### src/rtl/cbd_byte_buffer.sv
// cbd_byte_buffer: collects the SHAKE256 PRF squeeze stream for one noise
// polynomial into a BYTE_COUNT-byte array and holds it for the CBD sampler
// until the consumer acknowledges it.
// Optional feature: define CBD_BUF_CHECK_EN to enable the sticky protocol
// error flag (err); otherwise err is tied low and the check logic is absent.
module cbd_byte_buffer #(
  parameter int unsigned WORD_W     = 64,
  parameter int unsigned BYTE_COUNT = 128
) (
  input  logic                          clk,
  input  logic                          reset,
  input  logic                          start,
  input  logic                          in_valid,
  input  logic [WORD_W-1:0]             in_data,
  output logic                          in_ready,
  output logic [7:0]                    out_bytes [BYTE_COUNT-1:0],
  output logic [$clog2(BYTE_COUNT):0]   out_len,
  output logic                          out_valid,
  input  logic                          out_ack,
  output logic                          busy,
  output logic                          err
);

  localparam int unsigned NWORDS = BYTE_COUNT * 8 / WORD_W;
  localparam int unsigned WB     = WORD_W / 8;
  localparam int unsigned CW     = $clog2(NWORDS) + 1;
  localparam int unsigned LW     = $clog2(BYTE_COUNT) + 1;

  localparam logic [1:0] IDLE = 2'd0;
  localparam logic [1:0] FILL = 2'd1;
  localparam logic [1:0] HOLD = 2'd2;

  localparam logic [CW-1:0] LAST_CNT = CW'(NWORDS - 1);
  localparam logic [LW-1:0] LEN      = LW'(BYTE_COUNT);

  logic [1:0]    state;
  logic [CW-1:0] cnt;
  logic          accept;

  // A word is taken only in FILL and only when no restart is requested
  // in the same cycle (a concurrent start discards the word).
  always_comb begin
    accept = (state == FILL) && in_valid && !start;
  end

  // Status outputs are pure decodes of the state register.
  always_comb begin
    in_ready  = (state == FILL);
    out_valid = (state == HOLD);
    busy      = (state != IDLE);
    out_len   = LEN;
  end

  // Control FSM and word counter.
  always_ff @(posedge clk or negedge reset) begin
    if (!reset) begin
      state <= IDLE;
      cnt   <= '0;
    end else begin
      case (state)
        IDLE: begin
          if (start) begin
            state <= FILL;
            cnt   <= '0;
          end
        end
        FILL: begin
          if (start) begin
            cnt <= '0;
          end else if (in_valid) begin
            if (cnt == LAST_CNT) state <= HOLD;
            cnt <= cnt + 1'b1;
          end
        end
        HOLD: begin
          if (out_ack) state <= IDLE;
        end
        default: state <= IDLE;
      endcase
    end
  end

  // Byte array write: each byte compares its own word slot against cnt,
  // so every index is a constant and no variable part-select is needed.
  always_ff @(posedge clk or negedge reset) begin
    if (!reset) begin
      for (int unsigned b = 0; b < BYTE_COUNT; b++) out_bytes[b] <= '0;
    end else if (accept) begin
      for (int unsigned b = 0; b < BYTE_COUNT; b++) begin
        if (cnt == CW'(b / WB)) out_bytes[b] <= in_data[(b % WB) * 8 +: 8];
      end
    end
  end

`ifdef CBD_BUF_CHECK_EN
  logic err_q;

  // Sticky flag: a PRF word offered while not filling, or an ack with no
  // array on offer.
  always_ff @(posedge clk or negedge reset) begin
    if (!reset) begin
      err_q <= 1'b0;
    end else if ((in_valid && (state != FILL)) || (out_ack && (state != HOLD))) begin
      err_q <= 1'b1;
    end
  end

  assign err = err_q;
`else
  assign err = 1'b0;
`endif

endmodule

### config.mk
export PLATFORM = sky130hd
export DESIGN_NAME = cbd_byte_buffer
export DESIGN_NICKNAME = d
export VERILOG_FILES = /design/src/rtl/cbd_byte_buffer.sv
export SDC_FILE = /design/constraint.sdc
export NUM_CORES = 1
export LEC_CHECK = 0
export CELL_PAD_IN_SITES_DETAIL_PLACEMENT = 1
export CELL_PAD_IN_SITES_GLOBAL_PLACEMENT = 2
export CORE_AREA = 2 2 432 434
export CTS_CLUSTER_SIZE = 14
export DETAILED_ROUTE_END_ITERATION = 7
export DIE_AREA = 0 0 434 436
export GPL_TIMING_DRIVEN = 0
export PLACE_DENSITY = 0.59
export SYNTH_ARGS = -nofsm -noshare
export SYNTH_HDL_FRONTEND = slang
export SYNTH_SLANG_ARGS = --single-unit
### constraint.sdc
create_clock -name clk -period 5 [get_ports clk]
set_input_delay 1 -clock clk [delete_from_list [all_inputs] [get_ports clk]]
set_output_delay 1 -clock clk [all_outputs]
set_load 0.005 [all_outputs]
==> summary.txt, run 1 <==
Status: completed
Clock Latency Late Sink: 0.80 ns
Width of the die: 434 µm
Max Slew Vio Count: 0
Post-route minimum period: 3.84 ns
Reg2reg setup slack: 2.10 ns
# setup viols final: 0
Post-DR wirelength/cell: 28.6 µm
Routed WL: 175000 µm
DRC viols: 0
Buf/Inv on CP: 2
Reg2reg end: out_bytes[1006]
Worst setup EP type: primary output
CTS Root Cell: clkbuf_16
Number of global-route vias before repair: 26716
Setup Buffers After CTS: 0
Final #Nets: 3612
CP max stage delay: 0.70 ns
Hold WS: 0.0823 ns
Crit path kind: register to primary output
HP Class: primary input to async pin
Clock buffer depth: 3
Power share of the clock group: 44.3%
Startpoint Class: register
Final hold violations: 0
Synth top area cells: dfrtp_1, mux2_2, mux2_1, buf_2, buf_6
Sw Share: 25.3%
DRT Pass-1 Iters: 4
Finished Cell Area: 0.0575 mm²
Count leader, synth: dfrtp_1
Initial antenna violation count: 26
Post-DP HPWL: 130000 µm
Hold buffer count at cts: 0
Pwr dens: 377 mW/mm²
Drt initial violations: 1007
CP delay by family, top: buffers and inverters
Mapped cell area: 0.0388 mm²
CTS tree: yes
Starting Density: 21.0%
Post_cts resized: 0
Largest net degree at the start of global routing: 158
Critical Path RT: 4.00 ns
Part of the power in registers: 42.9%
Fin Setup TNS: 0 ns
Internal: 16200 µW
Unrepaired setup endpoints after global routing: no
Cell Rows: 158
Die H: 436 µm
GP Congestion: 0.785
Seq cells post-synth: 1031
CTS sink cnt: 1031
H-tree lvl count: 4
Pleak: 0.0268 µW
Most frequent cells after synthesis: dfrtp_1, mux2_2, mux2_1
Async SR Flop Fraction: 100%
Total track usage: 18.3%
Area growth syn-to-layout: 48.0%
Remaining global-route overflow: 0
Reg2reg start: cnt[3]
Die area: 0.189 mm²
Global-route wire length before repair: 237000 µm
Routed vias/inst: 4.11
Met1 usage: 20.1%
Cell count after placement: 5886
Critical Path, Cell by Cell: buf_2, nor2b_1, clkdlybuf4s50_1
Comb power frac: 12.8%
Worst Path Arrival: 2.84 ns
Met3 usage: 5.29%
Final Core Density: 31.1%
Remaining antenna violation count: 0
Synth Instances: 2298
Placed Area: 0.0531 mm²
Ports: 1105
Max-Slew Margin vs Limit: 21.8%
Slew @ Worst Pin: 1.17 ns
CTS Buf Count: 130
Peak supply drop: 0.000275 V
EDFF count, synth: 0
Worst-case reg-to-reg path depth: 8
Area leader, netlist: dfrtp_1
Net Sw Power: 5470 µW
Max_cap viols: 0
Achievable clock frequency: 260 MHz
Crit-path max FO: 10
Core outline area: 0.185 mm²
Crit path max-delay cell type: clkdlybuf4s50_1
Number of port buffers: 1093
Fin cells: 6126
Yosys Warn Count: 0
Clock slew at reported path FFs: 0.06 ns
Vias post-DR: 25200
Gr busiest metal: met2
Worst Skew: 0.0229 ns
Seq/Total Area, Yosys: 66.5%
Yosys top cell area share: 66.5%
Crit share post-route: 76.8%
Layout cells sized above 1: 31.8%
Predominant post-synthesis flop cell: dfrtp_1
Syn Area/Cell: 16.9 µm²
GR met2 Demand/Resource: 33.1%
Post-synthesis cell type count: 36
## power by group through the flow
stage | combinational [µW] | clock (µW) | sequential (µW)
after detailed placement | 2850 | 0 | 9420
after global placement | 2810 | 0 | 9470
final | 2780 | 9590 | 9280
after global routing | 2930 | 10200 | 9350
after floorplan | 646 | 0 | 9440
after CTS | 2860 | 9950 | 9280
## flip-flops by register name, summed over array words and instances (netlist names)
register	flops
cnt	5
out_bytes	1024
state	2
## placed cells by master, fill, tap and decap left out, types with 4 or more instances in the layout
master              n
nand2_2             4
ha_1                5
buf_6              23
inv_6               5
clkinv_8            6
buf_16              9
mux2_2            818
o21ai_0             8
mux2_1            206
diode_2             8
buf_4              17
clkbuf_16         133
dfrtp_1          1031
clkbuf_8           33
bufinv_16           5
clkdlybuf4s50_1  1092
inv_1               4
clkinv_2           12
buf_2              77
nand2_1             6
clkbuf_1           99
conb_1              9
## worst max path at each step
stage | startpoint | end | depth (start not counted) | slack, ns
after detailed placement | reset | out_bytes[391] | 4 | 1.42
after global routing | state[1] | out_valid | 3 | 1.00
after floorplan | start | out_bytes[768] | 6 | 2.54
after CTS | state[1] | out_valid | 3 | 1.02
after global placement | reset | out_bytes[463] | 1 | -48.51
final | state[1] | out_valid | 3 | 1.16
## cell type report
cell class	count	area (µm²)
Fill cell	19550	127000
Tap cell	2480	3100
Sequential cell	1031	25800
Clock inverter	31	388
Buffer	181	1010
Clock buffer	201	3910
Multi-Input combinational cell	1089	12000
Timing Repair Buffer	1101	11200
Antenna cell	8	20.0
Inverter	4	15.0
## logic make-up after synthesis
| kind of cell | after synthesis | synth area share [%] |
|---|---|---|
| and+or+nand+nor | 38 | 0.825 |
| xor gates and xnor gates | 1 | 0.0226 |
| buffers and inverters | 185 | 2.65 |
| muxes | 1024 | 29.7 |
| DFF | 1031 | 66.5 |
| other | 2 | 0.0193 |
| AOI/OAI and AO/OA | 12 | 0.164 |
| adders and majority gates | 5 | 0.161 |
## per-stage QoR
step / setup slack [ns] / power (µW)
after floorplan: 2.54 / 10100
after global placement: -48.51 / 12300
after detailed placement: 1.42 / 12300
after CTS: 1.02 / 22100
after global routing: 1.00 / 22500
final: 1.16 / 21600
## metal layers
layer / up-vias / part of all wire (%)
met1: 13635 / 37
met2: 766 / 53
met3: 223 / 6.3
met4: 2 / 3.7
li1: 10574 / -
met5: - / 0.0074
Power figures use the tool's default switching activity.
==> run 2: changes to the inputs <==
--- a/config.mk
+++ b/config.mk
@@ -7,12 +7,12 @@
 export LEC_CHECK = 0
 export CELL_PAD_IN_SITES_DETAIL_PLACEMENT = 1
 export CELL_PAD_IN_SITES_GLOBAL_PLACEMENT = 2
-export CORE_AREA = 2 2 432 434
+export CORE_AREA = 2 2 425 427
 export CTS_CLUSTER_SIZE = 14
 export DETAILED_ROUTE_END_ITERATION = 7
-export DIE_AREA = 0 0 434 436
+export DIE_AREA = 0 0 427 429
 export GPL_TIMING_DRIVEN = 0
-export PLACE_DENSITY = 0.59
+export PLACE_DENSITY = 0.6
 export SYNTH_ARGS = -nofsm -noshare
 export SYNTH_HDL_FRONTEND = slang
 export SYNTH_SLANG_ARGS = --single-unit
==> constraint.sdc (replaced) <==
create_clock -name clk -period 3.65 [get_ports clk]
set_input_delay 0.73 -clock clk [delete_from_list [all_inputs] [get_ports clk]]
set_output_delay 0.73 -clock clk [all_outputs]
set_load 0.005 [all_outputs]
==> summary.txt, run 2 (same netlist as run 1, synthesis figures left out) <==
Clock slew at reported path FFs: 0.05 ns (about the same)
Post-DR wirelength/cell: 28.8 µm (+0.55%)
Max_cap viols: 0 (unchanged)
Hold WS: 0.307 ns (+0.224 ns)
Largest net degree at the start of global routing: 162 (+2.5%)
Reg area: 0.0258 mm² (unchanged)
Setup Buffers After CTS: 0 (unchanged)
Remaining global-route overflow: 0 (unchanged)
Max Slew Vio Count: 0 (unchanged)
Ports: 1105 (unchanged)
Pleak: 0.0267 µW (-0.30%)
Vias post-DR: 25028 (-0.68%)
Routed vias/inst: 4.17 (+1.4%)
Fin Setup TNS: 0 ns (unchanged)
Remaining antenna violation count: 0 (unchanged)
Worst Path Arrival: 2.59 ns (-0.25 ns)
Crit path kind: register to primary output
Width of the die: 427 µm (-1.6%)
Finished Cell Area: 0.0572 mm² (-0.50%)
Die H: 429 µm (-1.6%)
Drt initial violations: 984 (-2.3%)
CTS sink cnt: 1031 (unchanged)
H-tree lvl count: 4 (unchanged)
Crit share post-route: 90.9%
Place WS: 0.206 ns (-1.21 ns)
CTS Buf Count: 130 (unchanged)
Reg2reg setup slack: 0.65 ns (-1.45 ns)
Top reg by flops: out_bytes
Largest register FFs: 1024 (unchanged)
Multi-input gate area: 0.0120 mm² (about the same)
Largest registers: out_bytes: 1024 flops, cnt: 5 flops, state: 2 flops
Max-Slew Margin vs Limit: 19.8% (-1.9 points)
Final #Nets: 3612 (unchanged)
Peak supply drop: 0.000475 V (+73%)
HP Class: primary input to register
Clock buffer depth: 3 (unchanged)
CTS tree: yes
Critical Path RT: 2.92 ns (-1.08 ns)
Final hold violations: 0 (unchanged)
Most common cell after layout, fill and taps aside: clkdlybuf4s50_1
GP Congestion: 0.784 (about the same)
Post-route minimum period: 3.32 ns
Worst Skew: 0.0211 ns (-0.00181 ns)
Startpoint Class: register
Cell count after placement: 5760 (-2.1%)
Unrepaired setup endpoints after global routing: no
Placed Area: 0.0529 mm² (-0.35%)
DRC viols: 0 (unchanged)
Most frequent cells in the layout: clkdlybuf4s50_1, dfrtp_1, mux2_2, mux2_1, clkbuf_16
Fin cells: 6002 (-2.0%)
DRT Pass-1 Iters: 4 (unchanged)
Pwr dens: 511 mW/mm² (+36%)
Starting Density: 21.8% (+0.78 points)
Achievable clock frequency: 301 MHz
Number of global-route vias before repair: 26410 (-1.1%)
Area growth syn-to-layout: 47.3%
Slew @ Worst Pin: 1.20 ns (+0.0262 ns)
Routed WL: 173000 µm (-1.5%)
Cell Rows: 155 (-1.9%)
Worst setup EP type: primary output
Total track usage: 18.6% (+0.28 points)
Initial antenna violation count: 9 (-65%)
Number of port buffers: 1093 (unchanged)
Die area: 0.183 mm² (-3.2%)
Status: completed
Layout cells sized above 1: 31.4% (-0.36 points)
# setup viols final: 0 (unchanged)
Worst Setup Slack, final: 0.331 ns (-0.829 ns)
Clock Latency Late Sink: 0.79 ns (about the same)
Post-DP HPWL: 128000 µm (-1.4%)
# fillers: 18690 (-4.4%)
Core outline area: 0.178 mm² (-3.6%)
Global-route wire length before repair: 234000 µm (-1.4%)
CTS Root Cell: clkbuf_16
Crit-path max FO: 10 (unchanged)
[run 2: area by class of cell]
cell class / count / share of cell area (%)
Sequential cell: 1031 / 45.1
Multi-Input combinational cell: 1089 / 21.0
Timing Repair Buffer: 1101 / 19.5
Clock buffer: 206 / 6.79
Tap cell: 2355 / 5.15
Buffer: 181 / 1.77
Clock inverter: 26 / 0.530
Antenna cell: 9 / 0.0394
Inverter: 4 / 0.0263
[run 2: through the flow]
stage               power (µW)  utilization [%]
detailed placement       16700             29.7
CTS                      29800             32.1
finish                   29200             32.1
global route             30500             32.1
global placement         16700             29.6
floorplan                13800                -
[run 2: per-layer routing]
metal / vias to the layer above / GRT usage, % / wire (µm)
li1: 10596 / - / -
met5: - / 0 / 0
met2: 690 / 33.2 / 90500
met4: 0 / 7.08 / 6560
met3: 219 / 5.31 / 10200
met1: 13523 / 20.7 / 65300
[run 2: critical path, cell delays in order, from the launching register on]
cell and delay, ns:
dfrtp_1 0.45, buf_2 0.28, nor2b_1 0.33, clkdlybuf4s50_1 0.75
[run 2: repair_timing]
action | CTS | global route
setup endpoints to repair | 0 | 0
resized for setup | 0 | 0
hold buffers | 1 | 0
endpoints found under the hold margin | 83 | 0
[run 2: worst paths after layout]
check	cells past startpoint	end	startpoint
setup / recovery	3	out_valid	state[1]
hold / removal	3	state[0]	start
setup reg to reg	7	out_bytes[434]	cnt[0]
hold reg to reg	1	out_bytes[882]	out_bytes[882]
max in group asynchronous	5	out_bytes[832]	reset
min in group asynchronous	2	out_bytes[1006]	reset
[run 2: report_power, final]
group          leakage (µW)  internal (µW)  total (µW)  switching, µW
registers            0.0140          12300       12700            431
clock network       0.00204           7530       12800           5250
logic                0.0107           2120        3740           1610
==> run 3: changes to the inputs <==
--- a/config.mk
+++ b/config.mk
@@ -5,6 +5,7 @@
 export SDC_FILE = /design/constraint.sdc
 export NUM_CORES = 1
 export LEC_CHECK = 0
+export ABC_CLOCK_PERIOD_IN_PS = 3650
 export CELL_PAD_IN_SITES_DETAIL_PLACEMENT = 1
 export CELL_PAD_IN_SITES_GLOBAL_PLACEMENT = 2
 export CORE_AREA = 2 2 425 427
==> results of run 3 <==
No change in the layout: final DEF, timing and power equal those of run 2.
